**config.mk**
```make
export PLATFORM = sky130hd
export DESIGN_NAME = vga_scanout
export DESIGN_NICKNAME = d
export VERILOG_FILES = /design/src/rtl/vga_pkg.sv /design/src/rtl/vga_timing.sv /design/src/rtl/vga_scanout.sv
export SDC_FILE = /design/constraint.sdc
export NUM_CORES = 1
export LEC_CHECK = 0
export BUFFER_PORTS_ARGS = -buffer_cell sky130_fd_sc_hd__buf_2
export CORE_ASPECT_RATIO = 1.75
export CORE_MARGIN = 5
export CORE_UTILIZATION = 40
export DETAILED_ROUTE_END_ITERATION = 8
export PLACE_DENSITY_LB_ADDON = 0.15
export SLEW_MARGIN = 25
export SYNTH_ARGS = -nofsm -noshare
export SYNTH_HDL_FRONTEND = slang
export SYNTH_HIERARCHICAL = 1
export SYNTH_SLANG_ARGS = --single-unit
export TNS_END_PERCENT = 50
```
**constraint.sdc**
```tcl
create_clock -name CLK -period 2.1 [get_ports CLK]
set_input_delay 0.315 -clock CLK [delete_from_list [all_inputs] [get_ports CLK]]
set_output_delay 0.315 -clock CLK [all_outputs]
set_load 0.01 [all_outputs]
```
**src/rtl/vga_pkg.sv**
```systemverilog
// ---------------------------------------------------------------------------
// vga_pkg
// Shared types and helpers for the VGA scan-out and timing blocks.
//   state_e        : scan-out stream state (IDLE, SEEK, LOCKED)
//   htotal/vtotal  : total pixels per line / lines per frame
//   rgb565_expand  : MSB-first replication of one RGB565 field to 16 bits;
//                    the caller keeps the top COLOR_W bits.
// ---------------------------------------------------------------------------
package vga_pkg;

   typedef enum logic [1:0] {
      ST_IDLE,
      ST_SEEK,
      ST_LOCKED
   } state_e;

   function automatic int htotal(input int hdisp, input int hfp,
                                 input int hpulse, input int hbp);
      return hdisp + hfp + hpulse + hbp;
   endfunction

   function automatic int vtotal(input int vdisp, input int vfp,
                                 input int vpulse, input int vbp);
      return vdisp + vfp + vpulse + vbp;
   endfunction

   // field holds the colour component right-aligned; width is its bit count
   // (5 for R/B, 6 for G). Bits are repeated MSB-first across all 16 bits.
   function automatic logic [15:0] rgb565_expand(input logic [5:0] field,
                                                 input int width);
      logic [15:0] res;
      res = '0;
      for (int i = 0; i < 16; i++) begin
         res[15-i] = field[width - 1 - (i % width)];
      end
      return res;
   endfunction

endpackage

```
**src/rtl/vga_timing.sv**
```systemverilog
// ---------------------------------------------------------------------------
// vga_timing
// Free-running raster counters with active-area / sync-pulse decode.
// Counters run whenever reset is low; all decode is from current values.
//   clk, rst  : clock, asynchronous active-high reset (raster back to 0,0)
//   active    : current position is inside the visible area
//   hs_pulse  : current column is inside the horizontal sync pulse
//   vs_pulse  : current line is inside the vertical sync pulse
//   origin    : current position is (0,0)
// ---------------------------------------------------------------------------
module vga_timing
   import vga_pkg::*;
#(
   parameter int HDISP  = 640,
   parameter int VDISP  = 480,
   parameter int HFP    = 16,
   parameter int HPULSE = 96,
   parameter int HBP    = 48,
   parameter int VFP    = 11,
   parameter int VPULSE = 2,
   parameter int VBP    = 31
) (
   input  logic clk,
   input  logic rst,
   output logic active,
   output logic hs_pulse,
   output logic vs_pulse,
   output logic origin
);

   localparam int HTOTAL = htotal(HDISP, HFP, HPULSE, HBP);
   localparam int VTOTAL = vtotal(VDISP, VFP, VPULSE, VBP);
   localparam int HW     = $clog2(HTOTAL);
   localparam int VW     = $clog2(VTOTAL);

   logic [HW-1:0] ct_h_q, ct_h_d;
   logic [VW-1:0] ct_v_q, ct_v_d;

   // NOTE: every signal written here gets a default first, so no path can
   // leave it unassigned and infer a latch.
   always_comb begin
      ct_h_d = ct_h_q + HW'(1);
      ct_v_d = ct_v_q;
      if (int'(ct_h_q) == HTOTAL - 1) begin
         ct_h_d = '0;
         if (int'(ct_v_q) == VTOTAL - 1) begin
            ct_v_d = '0;
         end else begin
            ct_v_d = ct_v_q + VW'(1);
         end
      end
   end

   // NOTE: flops use non-blocking assignment so every register samples the
   // pre-edge values; blocking here would create order-dependent races.
   always_ff @(posedge clk or posedge rst) begin
      if (rst) begin
         ct_h_q <= '0;
         ct_v_q <= '0;
      end else begin
         ct_h_q <= ct_h_d;
         ct_v_q <= ct_v_d;
      end
   end

   // Compare in int so a pulse ending exactly at the total cannot wrap.
   assign active   = (int'(ct_h_q) < HDISP) && (int'(ct_v_q) < VDISP);
   assign hs_pulse = (int'(ct_h_q) >= HDISP + HFP) &&
                     (int'(ct_h_q) <  HDISP + HFP + HPULSE);
   assign vs_pulse = (int'(ct_v_q) >= VDISP + VFP) &&
                     (int'(ct_v_q) <  VDISP + VFP + VPULSE);
   assign origin   = (ct_h_q == '0) && (ct_v_q == '0);

endmodule

```
**src/rtl/vga_scanout.sv**
```systemverilog
// ---------------------------------------------------------------------------
// vga_scanout
// VGA scan-out engine: programmable raster timing plus an RGB565 valid/ready
// stream expanded to COLOR_W-bit DAC colour (COLOR_W legal range 6..16).
// All VGA_* outputs are registered one cycle after the raster position they
// describe; a pixel accepted at (h,v) lands together with BLANK for (h,v).
//   CLK, RST       : pixel clock, asynchronous active-high reset
//   ENABLE         : scan-out enable; low returns the stream FSM to IDLE
//   PIX_DATA/SOF/VALID, PIX_READY : pixel stream handshake
//   VGA_HS/VS/BLANK/SYNC/R/G/B    : DAC and sync pins (BLANK is blank_n)
//   FRAME_START    : one-cycle pulse following raster origin
//   LOCKED         : stream aligned to raster
//   UNDERFLOW      : sticky, stream starved during an active pixel
//   MISALIGN       : sticky, SOF seen away from origin (or missing at origin)
//   ERR_CLR        : clears both sticky flags; a same-cycle set wins
// ---------------------------------------------------------------------------
module vga_scanout
   import vga_pkg::*;
#(
   parameter int HDISP   = 640,
   parameter int VDISP   = 480,
   parameter int HFP     = 16,
   parameter int HPULSE  = 96,
   parameter int HBP     = 48,
   parameter int VFP     = 11,
   parameter int VPULSE  = 2,
   parameter int VBP     = 31,
   parameter bit HS_POL  = 1'b0,
   parameter bit VS_POL  = 1'b0,
   parameter int COLOR_W = 10
) (
   input  logic               CLK,
   input  logic               RST,
   input  logic               ENABLE,
   input  logic [15:0]        PIX_DATA,
   input  logic               PIX_SOF,
   input  logic               PIX_VALID,
   output logic               PIX_READY,
   output logic               VGA_HS,
   output logic               VGA_VS,
   output logic               VGA_BLANK,
   output logic               VGA_SYNC,
   output logic [COLOR_W-1:0] VGA_R,
   output logic [COLOR_W-1:0] VGA_G,
   output logic [COLOR_W-1:0] VGA_B,
   output logic               FRAME_START,
   output logic               LOCKED,
   output logic               UNDERFLOW,
   output logic               MISALIGN,
   input  logic               ERR_CLR
);

   logic active, hs_pulse, vs_pulse, origin;

   vga_timing #(
      .HDISP (HDISP),  .VDISP (VDISP),
      .HFP   (HFP),    .HPULSE(HPULSE), .HBP(HBP),
      .VFP   (VFP),    .VPULSE(VPULSE), .VBP(VBP)
   ) u_timing (
      .clk     (CLK),
      .rst     (RST),
      .active  (active),
      .hs_pulse(hs_pulse),
      .vs_pulse(vs_pulse),
      .origin  (origin)
   );

   state_e             state_q, state_d;
   logic               hs_q, hs_d, vs_q, vs_d;
   logic               blank_q, blank_d, frame_start_q, frame_start_d;
   logic [COLOR_W-1:0] r_q, r_d, g_q, g_d, b_q, b_d;
   logic               underflow_q, underflow_d, misalign_q, misalign_d;
   logic               pix_ready, show, underflow_set, misalign_set;

   always_comb begin
      state_d       = state_q;
      pix_ready     = 1'b0;
      show          = 1'b0;
      underflow_set = 1'b0;
      misalign_set  = 1'b0;

      unique case (state_q)
         ST_IDLE: begin
            if (ENABLE) state_d = ST_SEEK;
         end
         ST_SEEK: begin
            // Flush non-SOF words; hold an early SOF until origin.
            pix_ready = PIX_VALID && (!PIX_SOF || origin);
            if (PIX_VALID && PIX_SOF && origin) begin
               state_d = ST_LOCKED;
               show    = active;
            end
         end
         ST_LOCKED: begin
            pix_ready = active;
            if (active && !PIX_VALID) begin
               underflow_set = 1'b1;
               state_d       = ST_SEEK;
            end else if (active && PIX_SOF && !origin) begin
               misalign_set = 1'b1;
               state_d      = ST_SEEK;
            end else if (active) begin
               // Missing SOF at origin is flagged but the word is still shown.
               show         = 1'b1;
               misalign_set = !PIX_SOF && origin;
            end
         end
         default: state_d = ST_IDLE;
      endcase

      if (!ENABLE) state_d = ST_IDLE;

      hs_d          = hs_pulse ? HS_POL : ~HS_POL;
      vs_d          = vs_pulse ? VS_POL : ~VS_POL;
      blank_d       = active;
      frame_start_d = origin;

      // Expansion fills 16 bits MSB-first; the top COLOR_W bits are kept.
      r_d = show ? COLOR_W'(rgb565_expand({1'b0, PIX_DATA[15:11]}, 5) >> (16 - COLOR_W)) : '0;
      g_d = show ? COLOR_W'(rgb565_expand(PIX_DATA[10:5], 6)         >> (16 - COLOR_W)) : '0;
      b_d = show ? COLOR_W'(rgb565_expand({1'b0, PIX_DATA[4:0]}, 5)  >> (16 - COLOR_W)) : '0;

      // Set has priority over clear.
      underflow_d = underflow_set || (underflow_q && !ERR_CLR);
      misalign_d  = misalign_set  || (misalign_q  && !ERR_CLR);
   end

   always_ff @(posedge CLK or posedge RST) begin
      if (RST) begin
         state_q       <= ST_IDLE;
         hs_q          <= ~HS_POL;
         vs_q          <= ~VS_POL;
         blank_q       <= 1'b0;
         frame_start_q <= 1'b0;
         r_q           <= '0;
         g_q           <= '0;
         b_q           <= '0;
         underflow_q   <= 1'b0;
         misalign_q    <= 1'b0;
      end else begin
         state_q       <= state_d;
         hs_q          <= hs_d;
         vs_q          <= vs_d;
         blank_q       <= blank_d;
         frame_start_q <= frame_start_d;
         r_q           <= r_d;
         g_q           <= g_d;
         b_q           <= b_d;
         underflow_q   <= underflow_d;
         misalign_q    <= misalign_d;
      end
   end

   assign PIX_READY   = pix_ready;
   assign VGA_HS      = hs_q;
   assign VGA_VS      = vs_q;
   assign VGA_BLANK   = blank_q;
   assign VGA_SYNC    = 1'b0;
   assign VGA_R       = r_q;
   assign VGA_G       = g_q;
   assign VGA_B       = b_q;
   assign FRAME_START = frame_start_q;
   assign LOCKED      = (state_q == ST_LOCKED);
   assign UNDERFLOW   = underflow_q;
   assign MISALIGN    = misalign_q;

endmodule

```
==> results.py <==
metrics = {
    "clocking": {
        "clk_path_buf_depth": 2,
        "clockRootBuffer": "clkbuf_8",
        "path_clk_slew_ns": 0.08,
        "numClockSinks": 44,
        "h-tree-depth": 2,
        "worst_skew_pair.late_latency_ns": 0.29,
        "cts_tree": "built",
        "cts_buffers": 5,
    },
    "final_layout": {
        "multi_input_area_um2": 923,
        "fillers": 544,
        "layout_common_cells": "buf_2, dfrtp_1, buf_4, and2_1, inv_1",
        "drive_gt1_share_pct": 36.7,
        "syn_to_final_growth_pct": 24.1,
        "seqCellArea_um2": 1100,
        "layout.nets": 305,
        "fin_area_um2": 2750,
        "final_common_cell": "buf_2",
        "diodes": 0,
    },
    "setup_path": {
        "max_stage_delay_ns": 0.53,
        "end_kind": "output pin",
        "crit_slowest_cell": "or4_1",
        "crit_required_ns": 1.78,
        "start_kind": "flip-flop",
        "reg2reg_from": "u_timing/ct_h_q[3]",
        "timing.critical_path.from": "u_timing/ct_h_q[3]",
        "arrival_ns": 1.85,
        "critPathMaxFanout": 2,
        "crit_type": "flip-flop to output pin",
        "crit_chain": "or4_1 > nor3_2 > nand2b_4 > nand3_2 > a21boi_2 > buf_2",
    },
    "outcome": {
        "violations": "setup timing",
        "status": "complete, but fails checks",
    },
    "placed_design": {
        "postPlaceCellArea_um2": 2560,
        "dp.final_hpwl_um": 3700,
        "gp_congestion": 0.809,
        "numPortBuffers": 59,
    },
    "yosys": {
        "synthesis.nets": 242,
        "synthesis.area_um2": 2210,
        "synth_compound_area_share_pct": 7.24,
        "synthMuxAreaShare_pct": 0.905,
        "synth_edf_count": 0,
        "synth_area_per_cell_um2": 10.5,
        "yosysSeqAreaShare_pct": 49.9,
        "synthAdderAreaFrac_pct": 5.09,
        "async_flop_share_pct": 100,
        "synth.distinct_cells": 44,
        "syn_inst": 211,
        "synthXorXnorAreaFrac_pct": 4.75,
        "synth_seq_cells": 44,
        "ys.flop_type": "dfrtp_1",
        "synth_top_family_by_area": "simple AND/OR/NAND/NOR gates",
        "synth-simple-area-share_pct": 22.1,
        "ys_warn_count": 6,
    },
    "sta": {
        "relSlewSlack_pct": 42.9,
        "setup-tns-final_ns": -0.0692,
        "setup_ws_ns": -0.0692,
        "setup_viol": 1,
        "tightest_slew_ns": 0.856,
        "slew_viol_final": 0,
        "whs_ns": 0.0410,
        "period_share_pct": 103,
        "layout_min_cycle_time_ns": 2.17,
        "rsz0062_at_grt": "yes",
        "hold_viol_final": 0,
        "fmax_mhz": 461,
        "finClkSkew_ns": 0.00441,
    },
    "flow_run": {
        "maxCapViolations": 0,
    },
    "die": {
        "dieArea_um2": 7180,
        "start_util_pct": 40.3,
        "die_h_um": 108,
        "core-area_um2": 5500,
        "ios": 61,
        "die_w_um": 66.2,
        "std_cell_rows": 36,
    },
    "detailed_routing": {
        "firstDrtPassIters": 4,
        "vias": 1662,
        "drtIter0Drc": 52,
        "drc": 0,
        "vias_per_cell": 4.74,
        "ant_nets": 0,
        "finalWirelength_um": 4750,
        "wire_per_inst_um": 13.5,
    },
    "global_routing": {
        "grt_pass1_wl_um": 7890,
        "grt_usage_pct": 14.4,
        "grt_antenna_before_repair": 0,
        "grt_pass1_vias": 1746,
        "grt_max_degree": 25,
        "grt-ovfl-total": 0,
    },
    "power_and_ir_drop": {
        "p_leak_nw": 1.42,
        "power_density_nw_per_um2": 716,
        "ir_drop_uv": 251,
        "total_power_mw": 1.96,
    },
    "min_path": {
        "hold_class": "input port to asynchronous set/reset pin",
    },
}
metrics by stage:
step | util [%] | setup WS (ns) | instances
floorplan | - | 0.0277 | 211
detailed placement | 46.7 | 0.0818 | 341
CTS | 49.8 | -0.125 | 351
global placement | 46.7 | 0.108 | 341
global route | 50.0 | -0.151 | 351
finish | 50.0 | -0.0692 | 351
flip-flops by register name, summed over array words and instances, names as in the netlist:
name,cells
UNDERFLOW,1
VGA_BLANK,1
u_timing/ct_v_q,10
VGA_VS,1
VGA_B,5
FRAME_START,1
state_q,2
MISALIGN,1
u_timing/ct_h_q,10
VGA_HS,1
VGA_R,5
VGA_G,6
repair_timing:
item                                    4_1_cts  5_1_grt
endpoints found under the setup margin        1        3
hold buffers                                  0        0
buffers inserted                              2        0
pin swaps                                     3        2
gates resized for setup                       6        1
final timing paths:
kind | to | slack, ns | depth (start not counted)
worst max-delay path | PIX_READY | -0.07 | 6
worst max register to register | state_q[1] | 0.15 | 7
max in group asynchronous | VGA_B[7] | 1.38 | 2
min in group CLK | UNDERFLOW | 0.21 | 2
worst min-delay path | u_timing/ct_h_q[8] | 0.04 | 3
worst min register to register | u_timing/ct_h_q[0] | 0.47 | 1
power by group:
| part | total, mW | leakage [nW] | switching (mW) | internal (mW) |
|---|---|---|---|---|
| clock network | 0.759 | 0.0654 | 0.284 | 0.475 |
| logic | 0.299 | 0.765 | 0.171 | 0.128 |
| registers | 0.907 | 0.585 | 0.0241 | 0.883 |
| total | 1.96 | 1.42 | 0.479 | 1.49 |
cell usage after synthesis, drive strengths merged, types with 3 or more instances:
cell type  number  area (µm²)
nand4           7        50.1
dfrtp          42        1050
nor3            5        41.3
a31oi           4        31.3
nand2          14        57.6
ha              9         113
nand3           9        45.0
xnor2           6        52.6
buf            22         166
nand2b          3        18.8
and2           18         113
inv            14        52.6
xor2            6        52.6
and3            6        37.5
nor2           11        41.3
o21ai           7        35.0
a21oi           3        18.8
and4            3        26.3
critical path: cells and delay by family, from the launching register on:
kind / cells / cell delay, ns
AO/OA/AOI/OAI: 1 / 0.13
AND/OR/NAND/NOR: 4 / 0.92
flip-flops: 1 / 0.38
buffers and inverters: 1 / 0.14
area by class of cell:
| class | count | area share (%) |
|---|---|---|
| clock buffer | 6 | 2.64 |
| clock inverter | 2 | 2.19 |
| sequential | 44 | 40.2 |
| inverter | 14 | 1.91 |
| tap | 76 | 3.46 |
| timing repair buffer | 78 | 16.0 |
| multi-input combinational | 131 | 33.6 |
routing by layer:
layer | vias up | global-route usage [%] | share of wire (%)
met5 | - | 0 | 0
met4 | 0 | 6.98 | 2.5
met3 | 11 | 3.33 | 7.2
met2 | 52 | 26.7 | 53
met1 | 783 | 14.6 | 37
li1 | 816 | - | -
cells by family after synthesis:
kind of cell               after synthesis
muxes                                    2
DFF                                     44
adders and majority gates                9
AOI/OAI and AO/OA                       24
and+or+nand+nor                         83
xor gates and xnor gates                12
buffers and inverters                   36
other                                    1
Note: power is estimated with default switching activity, not from simulation.
